<file path="src/rtl/qe_mac_pkg.sv">
`default_nettype none
// ============================================================================
//  Module      : qe_mac_pkg
//  Description : Shared types and constants for the quadratic-equation /
//                product-sum sequencer: state encoding, width defaults and
//                mode encodings.
//  Revision    : 1.0 - initial release
// ============================================================================
package qe_mac_pkg;

    // Default operand and accumulator widths; the accumulator is always
    // twice the operand width so a single 8x8 product fits without loss.
    localparam int DATA_W_DEF = 8;
    localparam int RES_W_DEF  = 16;

    // Operation selector, sampled on the first beat of an operation.
    localparam logic MODE_QE  = 1'b0;
    localparam logic MODE_MAC = 1'b1;

    // Sequencer states.
    typedef enum logic [2:0] {
        IDLE = 3'd0,
        QE1  = 3'd1,
        QE2  = 3'd2,
        MAC  = 3'd3,
        DONE = 3'd4
    } state_t;

endpackage : qe_mac_pkg
`default_nettype wire

</file>
<file path="src/rtl/shared_mul.sv">
`default_nettype none
// ============================================================================
//  Module      : shared_mul
//  Description : Combinational unsigned multiplier shared by both sequencer
//                modes. Full-width product; truncation and overflow
//                detection are left to the caller.
//  Revision    : 1.0 - initial release
// ============================================================================
module shared_mul
    import qe_mac_pkg::*;
#(
    parameter int A_W = RES_W_DEF,
    parameter int B_W = DATA_W_DEF
) (
    input  logic [A_W-1:0]     a,
    input  logic [B_W-1:0]     b,
    output logic [A_W+B_W-1:0] product
);

    // Both operands zero-extended to the product width so nothing is lost.
    assign product = {{B_W{1'b0}}, a} * {{A_W{1'b0}}, b};

endmodule : shared_mul
`default_nettype wire

</file>
<file path="src/rtl/qe_mac_sequencer.sv">
`default_nettype none
// ============================================================================
//  Module      : qe_mac_sequencer
//  Description : Time-multiplexed controller around one shared multiplier and
//                one accumulator. Mode 0 evaluates a*x^2 + b*x + c by Horner's
//                rule in two multiply steps; mode 1 accumulates sum(a_i*x_i)
//                over a burst of beats terminated by last_input.
//  Revision    : 1.0 - initial release
// ============================================================================
module qe_mac_sequencer
    import qe_mac_pkg::*;
#(
    parameter int DATA_W = DATA_W_DEF,
    parameter int RES_W  = RES_W_DEF     // must be 2*DATA_W
) (
    input  logic              clk,
    input  logic              reset,
    input  logic [DATA_W-1:0] in_a,
    input  logic [DATA_W-1:0] in_b,
    input  logic [DATA_W-1:0] in_c,
    input  logic [DATA_W-1:0] in_x,
    input  logic              mode,
    input  logic              valid_in,
    input  logic              last_input,
    output logic              ready_in,
    output logic              valid_out,
    output logic [RES_W-1:0]  result,
    output logic              overflow
);

    localparam int c_PROD_W = RES_W + DATA_W;
    localparam int c_PAD_W  = RES_W - DATA_W;

    state_t              r_state;
    logic [DATA_W-1:0]   r_a;
    logic [DATA_W-1:0]   r_b;
    logic [DATA_W-1:0]   r_c;
    logic [DATA_W-1:0]   r_x;
    logic [RES_W-1:0]    r_acc;
    logic                r_ovf_acc;
    logic [RES_W-1:0]    r_result;
    logic                r_overflow;
    logic                r_valid_out;

    logic [RES_W-1:0]    w_mul_a;
    logic [DATA_W-1:0]   w_mul_b;
    logic [RES_W-1:0]    w_addend;
    logic [c_PROD_W-1:0] w_prod;
    logic [RES_W-1:0]    w_prod_lo;
    logic                w_prod_ovf;
    logic [RES_W:0]      w_sum;
    logic                w_step_ovf;
    logic                w_accept;

    // Only IDLE and MAC take beats; everything else is busy.
    assign ready_in  = (r_state == IDLE) || (r_state == MAC);
    assign w_accept  = valid_in && ready_in;

    assign valid_out = r_valid_out;
    assign result    = r_result;
    assign overflow  = r_overflow;

    // Operand and addend selection for the shared multiplier/adder.
    // IDLE and MAC work on the live beat; the Horner steps use latched values.
    always_comb begin
        w_mul_a  = {{c_PAD_W{1'b0}}, in_a};
        w_mul_b  = in_x;
        w_addend = r_acc;
        case (r_state)
            QE1: begin
                w_mul_a  = {{c_PAD_W{1'b0}}, r_a};
                w_mul_b  = r_x;
                w_addend = {{c_PAD_W{1'b0}}, r_b};
            end
            QE2: begin
                w_mul_a  = r_acc;
                w_mul_b  = r_x;
                w_addend = {{c_PAD_W{1'b0}}, r_c};
            end
            default: begin
                w_mul_a  = {{c_PAD_W{1'b0}}, in_a};
                w_mul_b  = in_x;
                w_addend = r_acc;
            end
        endcase
    end

    shared_mul #(
        .A_W (RES_W),
        .B_W (DATA_W)
    ) u_shared_mul (
        .a       (w_mul_a),
        .b       (w_mul_b),
        .product (w_prod)
    );

    // Truncated product, plus the flags that feed the sticky overflow.
    assign w_prod_lo  = w_prod[RES_W-1:0];
    assign w_prod_ovf = |w_prod[c_PROD_W-1:RES_W];
    assign w_sum      = {1'b0, w_prod_lo} + {1'b0, w_addend};
    assign w_step_ovf = w_prod_ovf | w_sum[RES_W];

    // Sequencer FSM with registered result, overflow and done strobe.
    always_ff @(posedge clk or posedge reset) begin
        if (reset) begin
            r_state     <= IDLE;
            r_a         <= '0;
            r_b         <= '0;
            r_c         <= '0;
            r_x         <= '0;
            r_acc       <= '0;
            r_ovf_acc   <= 1'b0;
            r_result    <= '0;
            r_overflow  <= 1'b0;
            r_valid_out <= 1'b0;
        end else begin
            r_valid_out <= 1'b0;
            case (r_state)
                IDLE: begin
                    if (w_accept) begin
                        r_ovf_acc <= 1'b0;
                        if (mode == MODE_QE) begin
                            r_a     <= in_a;
                            r_b     <= in_b;
                            r_c     <= in_c;
                            r_x     <= in_x;
                            r_state <= QE1;
                        end else begin
                            // First product-sum beat seeds the accumulator.
                            r_acc     <= w_prod_lo;
                            r_ovf_acc <= w_prod_ovf;
                            if (last_input) begin
                                r_result    <= w_prod_lo;
                                r_overflow  <= w_prod_ovf;
                                r_valid_out <= 1'b1;
                                r_state     <= DONE;
                            end else begin
                                r_state <= MAC;
                            end
                        end
                    end
                end
                QE1: begin
                    r_acc     <= w_sum[RES_W-1:0];
                    r_ovf_acc <= r_ovf_acc | w_step_ovf;
                    r_state   <= QE2;
                end
                QE2: begin
                    r_acc       <= w_sum[RES_W-1:0];
                    r_ovf_acc   <= r_ovf_acc | w_step_ovf;
                    r_result    <= w_sum[RES_W-1:0];
                    r_overflow  <= r_ovf_acc | w_step_ovf;
                    r_valid_out <= 1'b1;
                    r_state     <= DONE;
                end
                MAC: begin
                    // The mode input is deliberately ignored inside a burst.
                    if (w_accept) begin
                        r_acc     <= w_sum[RES_W-1:0];
                        r_ovf_acc <= r_ovf_acc | w_step_ovf;
                        if (last_input) begin
                            r_result    <= w_sum[RES_W-1:0];
                            r_overflow  <= r_ovf_acc | w_step_ovf;
                            r_valid_out <= 1'b1;
                            r_state     <= DONE;
                        end
                    end
                end
                DONE: begin
                    r_state <= IDLE;
                end
                default: begin
                    r_state <= IDLE;
                end
            endcase
        end
    end

endmodule : qe_mac_sequencer
`default_nettype wire

</file>
<file path="config.mk">
export PLATFORM = sky130hd
export DESIGN_NAME = qe_mac_sequencer
export DESIGN_NICKNAME = d
export VERILOG_FILES = /design/src/rtl/qe_mac_pkg.sv /design/src/rtl/shared_mul.sv /design/src/rtl/qe_mac_sequencer.sv
export SDC_FILE = /design/constraint.sdc
export NUM_CORES = 1
export LEC_CHECK = 0
export BUFFER_PORTS_ARGS = -buffer_cell sky130_fd_sc_hd__buf_2
export CAP_MARGIN = 30
export CORE_ASPECT_RATIO = 1.5
export CORE_MARGIN = 2
export CORE_UTILIZATION = 40
export CTS_BUF_LIST = sky130_fd_sc_hd__clkbuf_16
export CTS_CLUSTER_SIZE = 8
export DETAILED_ROUTE_END_ITERATION = 6
export PLACE_DENSITY = 0.62
export SLEW_MARGIN = 20
export SYNTH_ARGS = -nofsm -noshare
export SYNTH_HDL_FRONTEND = slang
export SYNTH_SLANG_ARGS = --single-unit
</file>
<file path="constraint.sdc">
create_clock -name clk -period 15.74 [get_ports clk]
set_input_delay 1.574 -clock clk [delete_from_list [all_inputs] [get_ports clk]]
set_output_delay 1.574 -clock clk [all_outputs]
set_load 0.01 [all_outputs]
</file>
==> flow_metrics.tcl <==
set metrics [dict create \
    tritoncts "yes" \
    ys_ff_latch 70 \
    drive_gt1_share_pct 14.7 \
    ant_nets 0 \
    yosys.area.top_type "dfrtp_1" \
    area_growth_pct 10.3 \
    antennaDiodeCount 0 \
    async_flop_share_pct 100 \
    critPathRequiredTime_ps 15950 \
    drtIter0Drc 454 \
    skew_ps 12.9 \
    hold_class "reg2reg" \
    wl_per_cell_um 17.5 \
    grt_pass1_vias 7060 \
    syn_nets 1098 \
    die_w_um 121 \
    clock_sinks 70 \
    synth_area_mm2 0.00815 \
    critPathTopFamily "adder cells" \
    clk-insertion-delay-late_ps 350 \
    clkTransAtPathRegs_ps 60 \
    max_stage_delay_ps 810 \
    gp_congestion 0.919 \
    grt_pass1_wl_mm 35.6 \
    worstMarginPinSlew_ps 983 \
    setup_violations 0 \
    synth-seq-area-share_pct 21.5 \
    ys_top_cells_by_area "dfrtp_1 (21%), fa_1 (21%), ha_1 (9.2%), nor2_1 (4.9%), mux2_2 (4.8%)" \
    final_nets 1137 \
    synth_top_cell_area_share_pct 21.5 \
    dr.pass1.iters 5 \
    start_util_pct 40.4 \
    io_buffer_count 55 \
    critPathMaxFanout 33 \
    synth_common_cells "nor2_1 (107), inv_1 (92), fa_1 (85)" \
    critical-path-slowest-cell "mux2i_1" \
    antenna_found_initial 0 \
    grt_max_degree 81 \
    max_cap_viol_count 0 \
    ctsRootBufferMaster "clkbuf_16" \
    min_period_over_period_pct 52.6 \
    core_area_mm2 0.0202 \
    die_y_um 179 \
    worstSetupStartpointType "register" \
    rsz0062_at_grt "false" \
    worstSetupPathType "reg2reg" \
    synthFlopType "dfrtp_1" \
    cts_resized 0 \
    h-tree-depth 3 \
    cts_buffer_depth 2 \
    max_slew_margin_pct 32.6 \
    num_vias 6745 \
    grt.overflow.total 0 \
    ys_types 59 \
    slew_violations 0 \
    grt_use_total_pct 21.0 \
    post_cts_buffers 0 \
    fin_crit_ps 8270 \
    drc 0 \
    setup.worst_path.end_class "register" \
    cp_num_buf_inv 5 \
    timing.critical_path.arrival_ps 8490 \
    synthMostInstantiatedCell "nor2_1" \
    synth_edf_count 0 \
    vias_per_cell 5.52 \
    status "completed" \
    num-fill-cells 2002 \
    rows 64 \
    hold_buffers 0 \
    cts_buffers 9 \
    hpwl_mm 16.4 \
    syn_avg_cell_area_um2 8.90 \
    ys_warn_count 0 \
    tns_ps 0 \
    hold_viol_final 0 \
    ioPinCount 56 \
    synthCells 916 \
    dieArea_mm2 0.0216 \
    fmax_mhz 121 \
    routed_wl_mm 21.4 \
]
sequential cells by signal, indices dropped and copies added (netlist names):
register / flops
r_c: 8
r_a: 8
r_ovf_acc: 1
valid_out: 1
r_x: 8
r_state: 3
r_b: 8
r_acc: 16
result: 16
overflow: 1
final timing paths:
path,to,slack (ps),cells past startpoint,startpoint
worst min register to register,result[12],500,1,result[12]
max in group asynchronous,r_a[5],13910,4,reset
min in group asynchronous,r_state[1],1260,3,reset
worst min-delay path,result[12],500,1,result[12]
worst max register to register,overflow,7470,25,r_state[2]
worst max-delay path,overflow,7470,25,r_state[2]
stage by stage:
| stage | instance area, um2 | setup WS (ps) | std cells | hold slack, ps | util, % |
|---|---|---|---|---|---|
| after floorplan | 8150 | 8630 | 916 | 468 | - |
| after global placement | 8700 | 7630 | 1207 | 475 | 43.1 |
| after detailed placement | 8700 | 7520 | 1207 | 491 | 43.1 |
| after CTS | 8960 | 7490 | 1222 | 505 | 44.4 |
| after global routing | 8990 | 6900 | 1223 | 521 | 44.6 |
| final | 8990 | 7470 | 1223 | 497 | 44.6 |
cell type report:
type	count	area [um2]	share of cell area, %
inverters	92	345	3.84
multi-input cells	717	5930	66.0
flip-flops and latches	70	1750	19.5
clock inverters	6	38.8	0.431
clock buffers	9	225	2.50
well taps	264	330	3.67
repair buffers	65	370	4.12
cells in the final DEF, fill, tap and decap left out, types with 2 or more instances in the layout:
master / count
a2111oi_0: 2
a211o_1: 2
a211oi_1: 4
a21boi_0: 3
a21o_1: 13
a21oi_1: 50
a221oi_2: 2
a31oi_1: 18
and2_1: 10
and3_1: 58
buf_2: 55
buf_4: 9
clkbuf_16: 9
clkinv_2: 3
clkinvlp_4: 2
dfrtp_1: 70
fa_1: 85
ha_1: 60
inv_1: 91
mux2_2: 35
mux2i_1: 19
nand2_1: 77
nand2b_1: 9
nand3_1: 16
nor2_1: 106
nor2b_1: 4
nor3_1: 6
o2111ai_1: 4
o211ai_1: 7
o21a_1: 7
o21ai_0: 41
o21ai_1: 4
o21bai_1: 6
o22a_1: 2
o31ai_1: 3
or2_2: 11
or3_1: 5
xnor2_1: 10
xor2_1: 14
routing by layer:
layer	wire (um)	GRT usage [%]	vias up
li1	-	-	3183
met1	8430	23.9	3367
met2	11700	39.6	141
met3	548	2.39	54
met4	759	8.43	0
met5	0	0	-
logic make-up (layout without fill, tap and decap cells):
logic type,Yosys count,count (layout),synth area share (%)
DFF,70,70,21.5
buffers and inverters,129,172,6.05
muxes,54,54,7.17
xor gates and xnor gates,24,24,2.58
and+or+nand+nor,312,312,18.3
AOI/OAI and AO/OA,182,182,14.4
adders and majority gates,145,145,30.1
Power is not shown: default switching activity piles up to over one toggle a cycle in this logic, so the estimate is an artifact.
